===== config.mk =====
export PLATFORM = sky130hd
export DESIGN_NAME = mul_product_collector_flat
export DESIGN_NICKNAME = d
export VERILOG_FILES = /design/src/rtl/mul_product_collector_if.sv /design/src/rtl/mul_product_collector.sv /design/src/flat_wrapper.sv
export SDC_FILE = /design/constraint.sdc
export NUM_CORES = 1
export LEC_CHECK = 0
export ABC_AREA = 1
export BUFFER_PORTS_ARGS = -buffer_cell sky130_fd_sc_hd__buf_2
export CORE_ASPECT_RATIO = 1.1
export CORE_UTILIZATION = 52
export DETAILED_ROUTE_END_ITERATION = 12
export GPL_ROUTABILITY_DRIVEN = 0
export MAX_ROUTING_LAYER = met4
export PLACE_DENSITY = 0.78
export SKIP_CTS_REPAIR_TIMING = 1
export SYNTH_ARGS = -nofsm -noshare
export SYNTH_HDL_FRONTEND = slang
export SYNTH_SLANG_ARGS = --single-unit
export TNS_END_PERCENT = 10

===== constraint.sdc =====
create_clock -name clk -period 2.1 [get_ports clk]
set_clock_uncertainty 0.15 [all_clocks]
set_input_delay 0.63 -clock clk [delete_from_list [all_inputs] [get_ports clk]]
set_output_delay 0.63 -clock clk [all_outputs]
set_load 0.005 [all_outputs]

===== src/rtl/mul_product_collector_if.sv =====
// Handshake bundle between the shift-add multiplier stream and the collector.
// Carries start/serial_in/ready in, and product/valid/busy back out.
`timescale 1ns/1ps

interface mul_product_collector_if #(
    parameter int n = 32
);
    logic             start;
    logic             serial_in;
    logic             ready;
    logic [2*n-1:0]   product;
    logic             valid;
    logic             busy;

    modport master (
        output start,
        output serial_in,
        output ready,
        input  product,
        input  valid,
        input  busy
    );

    modport slave (
        input  start,
        input  serial_in,
        input  ready,
        output product,
        output valid,
        output busy
    );
endinterface


===== src/rtl/mul_product_collector.sv =====
// Collects the multiplier's LSB-first product bit stream into a 2n-bit word.
// Ports: clk, rst (sync, active-high), bus (slave: start/serial_in/ready in,
// product/valid/busy out).
`timescale 1ns/1ps

module mul_product_collector #(
    parameter int n   = 32,
    parameter int LAT = 1
) (
    input  logic                   clk,
    input  logic                   rst,
    mul_product_collector_if.slave bus
);
    localparam int W  = 2 * n;
    localparam int CB = $clog2(W + 1);
    // The shared counter must also reach LAT-1 (up to 14) while skipping,
    // so it never shrinks below 4 bits for very narrow operands.
    localparam int CW = (CB > 4) ? CB : 4;

    if (LAT < 0 || LAT > 15) begin : g_lat_chk
        $error("LAT out of range 0..15");
    end

    typedef enum logic [1:0] {
        IDLE,
        SKIP,
        SHIFT,
        DONE
    } state_t;

    state_t          r_state;
    logic [CW-1:0]   r_cnt;
    logic [W-1:0]    r_product;
    logic            r_valid;
    logic            r_busy;

    assign bus.product = r_product;
    assign bus.valid   = r_valid;
    assign bus.busy    = r_busy;

    always_ff @(posedge clk) begin
        if (rst) begin
            r_state   <= IDLE;
            r_cnt     <= '0;
            r_product <= '0;
            r_valid   <= 1'b0;
            r_busy    <= 1'b0;
        end else if (bus.start) begin
            // A start restarts from any state and beats a pending accept.
            r_state   <= (LAT == 0) ? SHIFT : SKIP;
            r_cnt     <= '0;
            r_product <= '0;
            r_valid   <= 1'b0;
            r_busy    <= 1'b1;
        end else begin
            unique case (r_state)
                IDLE: begin
                    r_state <= IDLE;
                end
                SKIP: begin
                    // Edges E1..E(LAT) land here; the stream is not yet valid.
                    if (r_cnt == CW'(LAT - 1)) begin
                        r_state <= SHIFT;
                        r_cnt   <= '0;
                    end else begin
                        r_cnt <= r_cnt + CW'(1);
                    end
                end
                SHIFT: begin
                    r_product <= {bus.serial_in, r_product[W-1:1]};
                    if (r_cnt == CW'(W - 1)) begin
                        r_state <= DONE;
                        r_cnt   <= '0;
                        r_valid <= 1'b1;
                        r_busy  <= 1'b0;
                    end else begin
                        r_cnt <= r_cnt + CW'(1);
                    end
                end
                DONE: begin
                    if (bus.ready) begin
                        r_state <= IDLE;
                        r_valid <= 1'b0;
                    end
                end
                default: begin
                    r_state <= IDLE;
                    r_valid <= 1'b0;
                    r_busy  <= 1'b0;
                end
            endcase
        end
    end
endmodule


===== src/flat_wrapper.sv =====
// flat-port wrapper written by rule: the top's interface ports become plain ports
module mul_product_collector_flat 
#(
    parameter int n   = 32,
    parameter int LAT = 1
)
  (clk, rst, bus_start, bus_serial_in, bus_ready, bus_product, bus_valid, bus_busy);
  mul_product_collector_if #(.n(n)) bus_i ();
  input  logic clk;
  input  logic rst;
  input wire logic [$bits(bus_i.start)-1:0] bus_start;
  input wire logic [$bits(bus_i.serial_in)-1:0] bus_serial_in;
  input wire logic [$bits(bus_i.ready)-1:0] bus_ready;
  output wire logic [$bits(bus_i.product)-1:0] bus_product;
  output wire logic [$bits(bus_i.valid)-1:0] bus_valid;
  output wire logic [$bits(bus_i.busy)-1:0] bus_busy;
  assign bus_i.start = bus_start;
  assign bus_i.serial_in = bus_serial_in;
  assign bus_i.ready = bus_ready;
  assign bus_product = bus_i.product;
  assign bus_valid = bus_i.valid;
  assign bus_busy = bus_i.busy;
  mul_product_collector #(.n(n), .LAT(LAT)) u_core (.clk(clk), .rst(rst), .bus(bus_i));
endmodule

; Word-level counts from Yosys, hierarchy flattened
; Index checks and enable logic that the tools add are counted.
[word_totals]
regBits = 75
inputBits = 5
out_inout_bits = 66
word_cells = 42
[op_classes]
addsub = 1
n_eq_ne = 10
mux = 14
reduce_logical = 11
[ops]
columns = operator, count
row1 = two-way mux 7 bit, 2
row2 = case mux 7 bit (2 select lines), 1
row3 = AND reduction 3 bit, 3
row4 = case mux 2 bit (4 select lines), 1
row5 = nonzero test 2 bit, 4
row6 = adder 7 x 1 -> 7 bit (second input constant), 1
row7 = == test 7 x 6 -> 1 bit (second input constant), 1
row8 = zero test 7 bit, 1
row9 = two-way mux 1 bit, 6
row10 = two-way mux 2 bit, 3
row11 = inequality test 3 x 2 -> 1 bit (second input constant), 2
row12 = == test 2 bit (second input constant), 2
row13 = inequality test 2 x 1 -> 1 bit (second input constant), 2
row14 = inequality test 3 bit (second input constant), 1
row15 = == test 2 x 1 -> 1 bit (second input constant), 1
row16 = zero test 2 bit, 1
row17 = inequality test 2 bit (second input constant), 1
row18 = case mux 1 bit (2 select lines), 1
row19 = AND reduction 2 bit, 1
row20 = OR reduction 2 bit, 1

; Logic depth before layout (Yosys ltp)
; Gate-level depths: netlist (run 1).
[logic_depth]
word_depth = 4
ltp_mapped = 10
depth_no_buf = 10

; Least setup slack after synthesis (run 1)
; No wires, ideal clock.
[synth_path]
path_type = register to register
startpoint = register u_core.r_state[0]
endpoint = register u_core.r_cnt[5]
setup_ns = 0.115
arrival_time_ns = 1.335
t_required_ns = 1.835
path_slack_ns = 0.500
stages_incl_launch_ff = 8
n_path_buf = 1
synth_period_minus_slack_ns = 1.600
path_cell_list = dfxtp_1 -> inv_1 -> ha_1 -> buf_2 -> nor3_2 -> nand3_1 -> xor2_1 -> nor2_2
[synth_between]
elab_chain_len = 2
word_cells_on_any_way = 4
classes_between = 2 x eq/ne / 1 x mux / 1 x reduce/logical
[synth_lines]
columns = item, line
row1 = start: declaration, mul_product_collector.sv:31  ; state_t r_state;
row2 = start signal: assignment, mul_product_collector.sv:50  ; r_state <= (LAT == 0) ? SHIFT : SKIP;
row3 = == test 2 bit or == test 2 x 1 -> 1 bit (tied branches), mul_product_collector.sv:56  ; unique case (r_state)
row4 = case mux 7 bit (2 select lines) or nonzero test 2 bit (tied branches), n/a
row5 = end signal: assignment, mul_product_collector.sv:66  ; r_cnt <= r_cnt + CW'(1);
row6 = end signal: assignment, mul_product_collector.sv:77  ; r_cnt <= r_cnt + CW'(1);
row7 = end: declaration, mul_product_collector.sv:32  ; logic [CW-1:0] r_cnt;
; Several ways; a longest one is shown, not always the timed one.
; A chain may end at the register's enable or synchronous reset.

; Worst setup path after layout (run 1)
[layout_path]
startpoint = register u_core.r_state[0]
endpoint = register u_core.r_product[15], in the netlist u_core.bus.product[15]
[layout_between]
elab_chain_len = 1
[layout_lines]
columns = item, line
row1 = == test 2 bit, mul_product_collector.sv:56
row2 = end signal: assignment, mul_product_collector.sv:70  ; r_product <= {bus.serial_in, r_product[W-1:1]};
row3 = end: declaration, mul_product_collector.sv:33  ; logic [W-1:0] r_product;
; Every way passes these cells.

==> metrics.cfg, run 1 <==
[power_and_ir_drop]
ir_drop_mv=0.426
total_power_mw=2.89
power.leakage_nw=1.41
powerDensity_nw_per_um2=828

[cts]
root_buffer=clkbuf_8
clk_latency_ps=350
cts_buffer_depth=2
path_clk_slew_ps=70
cts.htree.levels=3
cts_tree=done
cts_sinks=75
cts_buffers=9

[floorplan]
die_area_um2=5900
start_util_pct=54.0
num_rows=28
core-area_um2=5400
io_pins=71
die_y_um=80.5
die_w_um=73.3

[timing]
rsz0062_at_grt=false
worst_slack_ps=392
drv_slew=0
holdWs_ps=311
setup_viol=0
hold_viol=0
fin_crit_sh_pct=81.3
max_freq_mhz=585
setup_tns_ps=0
slew_headroom_pct=72.2
fin_crit_ps=1710
max_slew.worst_pin.slew_ps=417

[status]
status=completed

[worst_setup_path]
path_max_fanout=45
path_cells=inv_1 -> ha_2 -> inv_2 -> buf_12 -> nand2_1 -> a21oi_1
cp.required_ps=2220
worstSetupPathType=flip-flop to flip-flop
setup.worst_path.end_class=flip-flop
cp_slowest_stage_delay_ps=390
crit_slowest_cell=dfxtp_1
cp_data_arrival_time_ps=1830
startpoint_type=flip-flop

[logic_synthesis]
ys_seq_area_share_pct=51.6
synth_fp_nets=380
synth.largest_area_cell=dfxtp_1
synth.most_common_cell=nand2_1
synth_warnings=0
ys.flop_type=dfxtp_1
synth-edff-count=0
synth_cells=370
synth_area_per_cell_um2=7.87
yosysTopAreaCellShare_pct=51.6
yosysUniqueCellTypes=24
synth.area.top_cells=dfxtp_1 (52%), nand2_1 (19%), a21oi_1 (12%)
synthTopCellsByCount=nand2_1 (145), dfxtp_1 (75), a21oi_1 (67)
syn-cell-area_um2=2910
synth-seq-cells=75
async_reset_ff_share_pct=0

[detailed_routing]
routed.top_layer=met4
drt-wirelength-per-cell_um=11.4
ant_nets=0
drt_iter0_drc=187
wl_met3_um=300
via_per_inst=4.93
drc=0
drt-total-wl_mm=5.84
met1_length_mm=2.70
drtPass1Iterations=4
dr_wl_met2_mm=2.76
dr_total_vias=2518

[layout]
area_delta_synth_final_pct=19.7
nNetsFinal=443
fin_util_pct=64.6
nFillCells=489
antenna-diode-count=0
drive_gt1_share_pct=24.8

[grt]
grt_pass1_vias=2171
grt_first_pass_wirelength_mm=9.54
grt-ovfl-total=0
antenna_found_initial=0
grt_max_degree=48
grt_usage_pct=21.6

[place]
io_buffers=70
place_worst_setup_slack_ps=354
dp_hpwl_mm=3.86

[hold_path]
worstHoldPathType=flip-flop to flip-flop

[flow_run]
cap_viol_max_count=0

## routing by layer
metal  global-route usage (%)  vias to the layer above
li1                         -                     1297
met1                     25.2                     1163
met2                     34.5                       51
met3                     7.40                        7
met4                     7.69                        0
met5                        -                        -
## sequential cells by signal, indices dropped and copies added, names as in the netlist
signal and count:
u_core.bus.product 64, u_core.bus.busy 1, u_core.r_cnt 7, u_core.r_state 2
u_core.bus.valid 1
## cells by family after synthesis
| kind of cell | share of synthesized area (%) |
|---|---|
| buffers and inverters | 6.92 |
| DFF | 51.6 |
| AOI/OAI and AO/OA | 12.2 |
| xor gates and xnor gates | 1.50 |
| adders and majority gates | 2.15 |
| and+or+nand+nor | 25.7 |
## final cells by class
type,instances,area (um2),share of cell area (%)
Multi-Input combinational cell,261,1210,34.8
Timing Repair Buffer,74,405,11.6
Inverter,12,45.0,1.29
Clock buffer,9,124,3.55
Sequential cell,75,1500,43.1
Tap cell,75,93.8,2.69
Clock inverter,5,104,2.98
## cell usage in the layout, fill, tap and decap left out
master / netlist / final
a21oi_1: 67 / 67
buf_12: 0 / 2
buf_2: 11 / 70
buf_4: 2 / 2
bufinv_16: 0 / 3
clkbuf_8: 0 / 9
clkinv_2: 0 / 1
clkinv_4: 0 / 1
dfxtp_1: 75 / 75
ha_1: 5 / 4
ha_2: 0 / 1
inv_1: 10 / 10
inv_2: 2 / 2
nand2_1: 145 / 145
nand2_2: 4 / 4
nand2_4: 1 / 1
nand3_1: 6 / 6
nand3_2: 1 / 1
nand4_1: 1 / 1
nor2_1: 13 / 13
nor2_2: 8 / 8
nor2_4: 1 / 1
nor3_2: 1 / 1
o21ai_0: 1 / 1
o21ai_2: 1 / 1
o22ai_1: 1 / 1
xnor2_1: 1 / 1
xor2_1: 4 / 4
## final timing paths
kind	end	cells past startpoint	startpoint	slack [ps]
hold reg to reg	u_core.bus.busy	2	u_core.bus.busy	310
setup reg to reg	u_core.bus.product[15]	6	u_core.r_state[0]	390
hold / removal	u_core.bus.busy	2	u_core.bus.busy	310
setup / recovery	u_core.bus.product[15]	6	u_core.r_state[0]	390
## per-stage QoR
| step | area, um2 | instances |
|---|---|---|
| after global routing | 3480 | 511 |
| after floorplan | 2910 | 370 |
| after CTS | 3480 | 511 |
| after detailed placement | 3260 | 497 |
| final | 3480 | 511 |
| after global placement | 3260 | 497 |
## critical path: cells and delay by family (launching register included)
| kind | cells | cell delay (ps) |
|---|---|---|
| flip-flops | 1 | 390 |
| buffers and inverters | 3 | 660 |
| AO/OA/AOI/OAI | 1 | 130 |
| adder cells (fa/ha/maj) | 1 | 220 |
| AND/OR/NAND/NOR | 1 | 80 |
## power breakdown
part	total, mW	internal [mW]	switching [mW]
logic	0.167	0.0489	0.118
clock network	1.28	0.776	0.506
registers	1.44	1.43	0.00698
Power figures use the tool's default switching activity.
==> run 2: changes to the inputs <==
- clock period: 2.1 -> 1.75 ns (I/O delays scaled with it)
==> run 2 against run 1 <==
Compared with the run above: sequential power grew 19%; die area is the same; cell count grew 1.2%; hold slack worse by 58 ps; power is 22% higher; clock power is 26% higher; sequential share of layout area shrank 0.34 points; critical path type unchanged; largest cell class unchanged.
==> metrics.cfg, run 2 (synthesis results as in run 1) <==
[layout]
area_delta_synth_final_pct=20.6
seq_area_um2=1500
final_common_cell=nand2_1
largest_register_ffs=64
nNetsFinal=446
nFillCells=509
drive_gt1_share_pct=25.2
multi_input_area_um2=1210
final_cell_mix=nand2_1 (145), dfxtp_1 (75), buf_2 (70)
fin_cells=517

[worst_setup_path]
worstSetupPathType=flip-flop to flip-flop
reg2reg_from=u_core.r_state[0]
cp_data_arrival_time_ps=1700
crit_buf_inv=1
r2r_cells=6
cp.required_ps=1840
reg2reg_slack_ps=140
timing.rr.end=u_core.r_cnt[5]
startpoint_type=flip-flop
setup.worst_path.end_class=flip-flop
path_max_fanout=8
path_cells=inv_1 -> ha_2 -> nor3_2 -> nand3_1 -> xor2_1 -> nor2_2
crit_slowest_cell=dfxtp_1
cp_slowest_stage_delay_ps=400
crit_family=flip-flops

[grt]
grt_pass1_vias=2137
antenna_found_initial=1
grt_max_degree=51
grt_usage_pct=20.9
grt-ovfl-total=0
grt_first_pass_wirelength_mm=9.20

[flow_run]
cap_viol_max_count=0

[hold_path]
min_to=u_core.bus.busy
worstHoldStart=rst
worstHoldPathType=input pin to flip-flop
hold_depth=2

[status]
status=completed

[detailed_routing]
drt_iter0_drc=181
drc=0
drt-total-wl_mm=5.86
ant_nets=0
dr_total_vias=2502
via_per_inst=4.84
drt-wirelength-per-cell_um=11.3
drtPass1Iterations=4

[cts]
cts_tree=done
path_clk_slew_ps=80
cts_buffers=9
clk_latency_ps=340
cts.htree.levels=3
cts_buffer_depth=2
cts_sinks=75
root_buffer=clkbuf_8

[timing]
setup_viol=0
fin_crit_sh_pct=92.1
hold_viol=0
setup_tns_ps=0
slew_headroom_pct=72.6
max_slew.worst_pin.slew_ps=410
rsz0062_at_grt=false
max_freq_mhz=620
fin_crit_ps=1610
drv_slew=0

[place]
dp_hpwl_mm=3.78
io_buffers=70
placedCellCount=500

[power_and_ir_drop]
powerDensity_nw_per_um2=1010
ir_drop_mv=0.801
power.leakage_nw=1.42

[floorplan]
die_y_um=80.5
start_util_pct=54.0
die_area_um2=5900
core-area_um2=5400
die_w_um=73.3
io_pins=71
num_rows=28

[run 2: worst max path at each step]
| stage | from | slack [ps] | cells after the start | end |
|---|---|---|---|---|
| after CTS | u_core.r_state[0] | 130 | 6 | u_core.r_cnt[5] |
| after global placement | u_core.r_state[0] | 190 | 6 | u_core.r_cnt[5] |
| after global routing | u_core.r_state[0] | 40 | 6 | u_core.bus.product[54] |
| final | u_core.r_state[0] | 140 | 6 | u_core.r_cnt[5] |
| after floorplan | u_core.r_state[0] | 150 | 7 | u_core.r_cnt[5] |
| after detailed placement | u_core.r_state[0] | 150 | 6 | u_core.r_cnt[5] |
[run 2: per-stage QoR]
| step | power (mW) | utilization, % | cell area (um2) | hold slack (ps) | worst slack [ps] |
|---|---|---|---|---|---|
| 6_report | 3.53 | 65.1 | 3510 | 253 | 138 |
| 3_3_place_gp | 1.96 | 60.6 | 3270 | 295 | 186 |
| 3_5_place_dp | 1.97 | 60.6 | 3270 | 303 | 149 |
| 5_1_grt | 3.67 | 65.1 | 3510 | 251 | 44.3 |
| 4_1_cts | 3.56 | 65.1 | 3510 | 241 | 132 |
| 2_1_floorplan | 1.94 | - | 2910 | 301 | 150 |
[run 2: report_power, final]
group | leakage (nW) | internal (mW) | switching [mW] | total [mW]
Sequential | 0.605 | 1.71 | 0.00832 | 1.72
Clock | 0.117 | 0.988 | 0.617 | 1.61
Combinational | 0.697 | 0.0612 | 0.144 | 0.206
[run 2: layout make-up]
class / instances / area share, %
flip-flops and latches: 75 / 42.8
multi-input cells: 261 / 34.5
repair buffers: 77 / 11.8
clock buffers: 12 / 4.13
clock inverters: 4 / 2.78
well taps: 75 / 2.67
inverters: 12 / 1.28
diodes: 1 / 0.0713
[run 2: worst reg2reg max path, delay by kind of cell (launching register included)]
| family | cells | cell delay, ps |
|---|---|---|
| xor+xnor | 1 | 170 |
| flops | 1 | 400 |
| buf+inv | 1 | 70 |
| fa+ha+maj | 1 | 340 |
| simple gates | 3 | 390 |
[run 2: per-layer routing]
layer	share of wire (%)	track usage, %
met1	46	24.0
met3	5.5	7.78
met5	0	-
met2	46	33.0
met4	1.6	8.27
==> run 3: changes to the inputs <==
--- a/config.mk
+++ b/config.mk
@@ -16,2 +16,3 @@
 export SKIP_CTS_REPAIR_TIMING = 1
+export SLEW_MARGIN = 10
 export SYNTH_ARGS = -nofsm -noshare
==> constraint.sdc (replaced) <==
create_clock -name clk -period 1.75 [get_ports clk]
set_clock_uncertainty 0.15 [all_clocks]
set_input_delay 0.0875 -clock clk [delete_from_list [all_inputs] [get_ports clk]]
set_output_delay 0.0875 -clock clk [all_outputs]
set_load 0.005 [all_outputs]
==> run 3 against run 2 <==
Compared with the run above: hold slack got worse by 230 ps; final area barely moved; power down 11%; register-to-register slack worse by 20 ps; critical endpoint unchanged; sequential share of layout area is essentially flat; worst setup slack got worse by 17 ps; sequential cell count did not move; die area unchanged; non-clock buffer count rose by 2; maximum frequency fell by 1.0%; combinational power rose by 6%.
==> metrics.cfg, run 3 (synthesis results as in run 1) <==
[floorplan]
die_area_um2=5900
die_w_um=73.3
start_util_pct=54.0
core-area_um2=5400
die_y_um=80.5
num_rows=28
io_pins=71

[cts]
cts_tree=done
root_buffer=clkbuf_8
clk_latency_ps=340
cts_buffers=9
path_clk_slew_ps=70
cts.htree.levels=3
cts_sinks=75
cts_buffer_depth=2

[detailed_routing]
via_per_inst=4.95
dr_total_vias=2566
drtPass1Iterations=4
drt-total-wl_mm=5.88
drt_iter0_drc=190
ant_nets=0
drc=0
drt-wirelength-per-cell_um=11.3

[worst_setup_path]
worstSetupPathType=flip-flop to flip-flop
path_max_fanout=8
startpoint_type=flip-flop
cp.required_ps=1830
setup.worst_path.end_class=flip-flop
cp-startpoint=u_core.r_state[0]
cp_data_arrival_time_ps=1710
r2r_cells=6
reg2reg_from=u_core.r_state[0]

[power_and_ir_drop]
ir_drop_mv=0.462
power.leakage_nw=1.42
powerDensity_nw_per_um2=892
total_power_mw=3.13

[place]
io_buffers=70
dp_hpwl_mm=3.85
placedCellCount=498
place_area_um2=3280

[layout]
antenna-diode-count=0
area_delta_synth_final_pct=20.6
design_area_um2=3510
final_cell_mix=nand2_1 (145), dfxtp_1 (75), buf_2 (70)
largest_register_ffs=64
fin_cells=518
nNetsFinal=448
final_common_cell=nand2_1
drive_gt1_share_pct=25.1
nFillCells=493

[timing]
max_slew.worst_pin.slew_ps=1060
drv_slew=0
setup_viol=0
max_freq_mhz=614
fin_crit_sh_pct=93.1
hold_viol=0
slew_headroom_pct=29.4
holdWs_ps=21.8
setup_tns_ps=0
rsz0062_at_grt=false
fin_crit_ps=1630

[hold_path]
hold_depth=6
worstHoldPathType=input pin to flip-flop
worstHoldStart=bus_ready

[grt]
grt_pass1_vias=2149
grt_first_pass_wirelength_mm=9.34
grt_max_degree=67
antenna_found_initial=0
grt-ovfl-total=0
grt_usage_pct=21.1

[status]
status=completed

[flow_run]
cap_viol_max_count=0

-- run 3: changes by cell type in the layout (fill, tap and decap cells not counted), moves of 2 or more --
| cell | previous run | this run |
|---|---|---|
| buf_4 | 6 | 2 |
| dlygate4sd3_1 | 0 | 4 |
| bufinv_16 | 3 | 0 |
| buf_12 | 1 | 3 |
| clkinv_2 | 0 | 2 |
-- run 3: path summary, 6_finish.rpt --
check                          end  slack [ps]
setup / recovery   u_core.r_cnt[5]         120
hold / removal    u_core.bus.valid          20
setup reg to reg   u_core.r_cnt[5]         120
hold reg to reg    u_core.bus.busy         310
-- run 3: metrics by stage --
stage / utilization, % / setup slack (ps)
finish: 65.1 / 122
floorplan: - / 150
detailed placement: 60.7 / 104
global placement: 60.7 / 180
CTS: 64.1 / 85.6
global route: 65.1 / 1.32
-- run 3: worst max-delay path: stages (launching register included) --
cell,delay (ps)
dfxtp_1,390
inv_1,60
ha_2,350
nor3_4,220
nand3_1,130
xor2_2,170
nor2_2,40
-- run 3: final cells by class --
type,instances,area [um2],area share (%)
multi-input cells,261,1220,34.9
inverters,12,45.0,1.28
clock inverters,4,25.0,0.713
repair buffers,79,465,13.3
clock buffers,12,155,4.42
well taps,75,93.8,2.67
flip-flops and latches,75,1500,42.8
-- run 3: power by group --
group | total (mW) | switching (mW) | internal, mW
sequential | 1.72 | 0.00789 | 1.71
combinational | 0.218 | 0.147 | 0.0712
clock | 1.19 | 0.604 | 0.588
-- run 3: layer usage --
layer	vias to the layer above	track usage, %	part of all wire, %
met5	-	-	0
met4	0	11.0	1.7
met3	9	4.52	4.7
met2	65	34.2	49
met1	1182	24.6	45
li1	1310	-	-
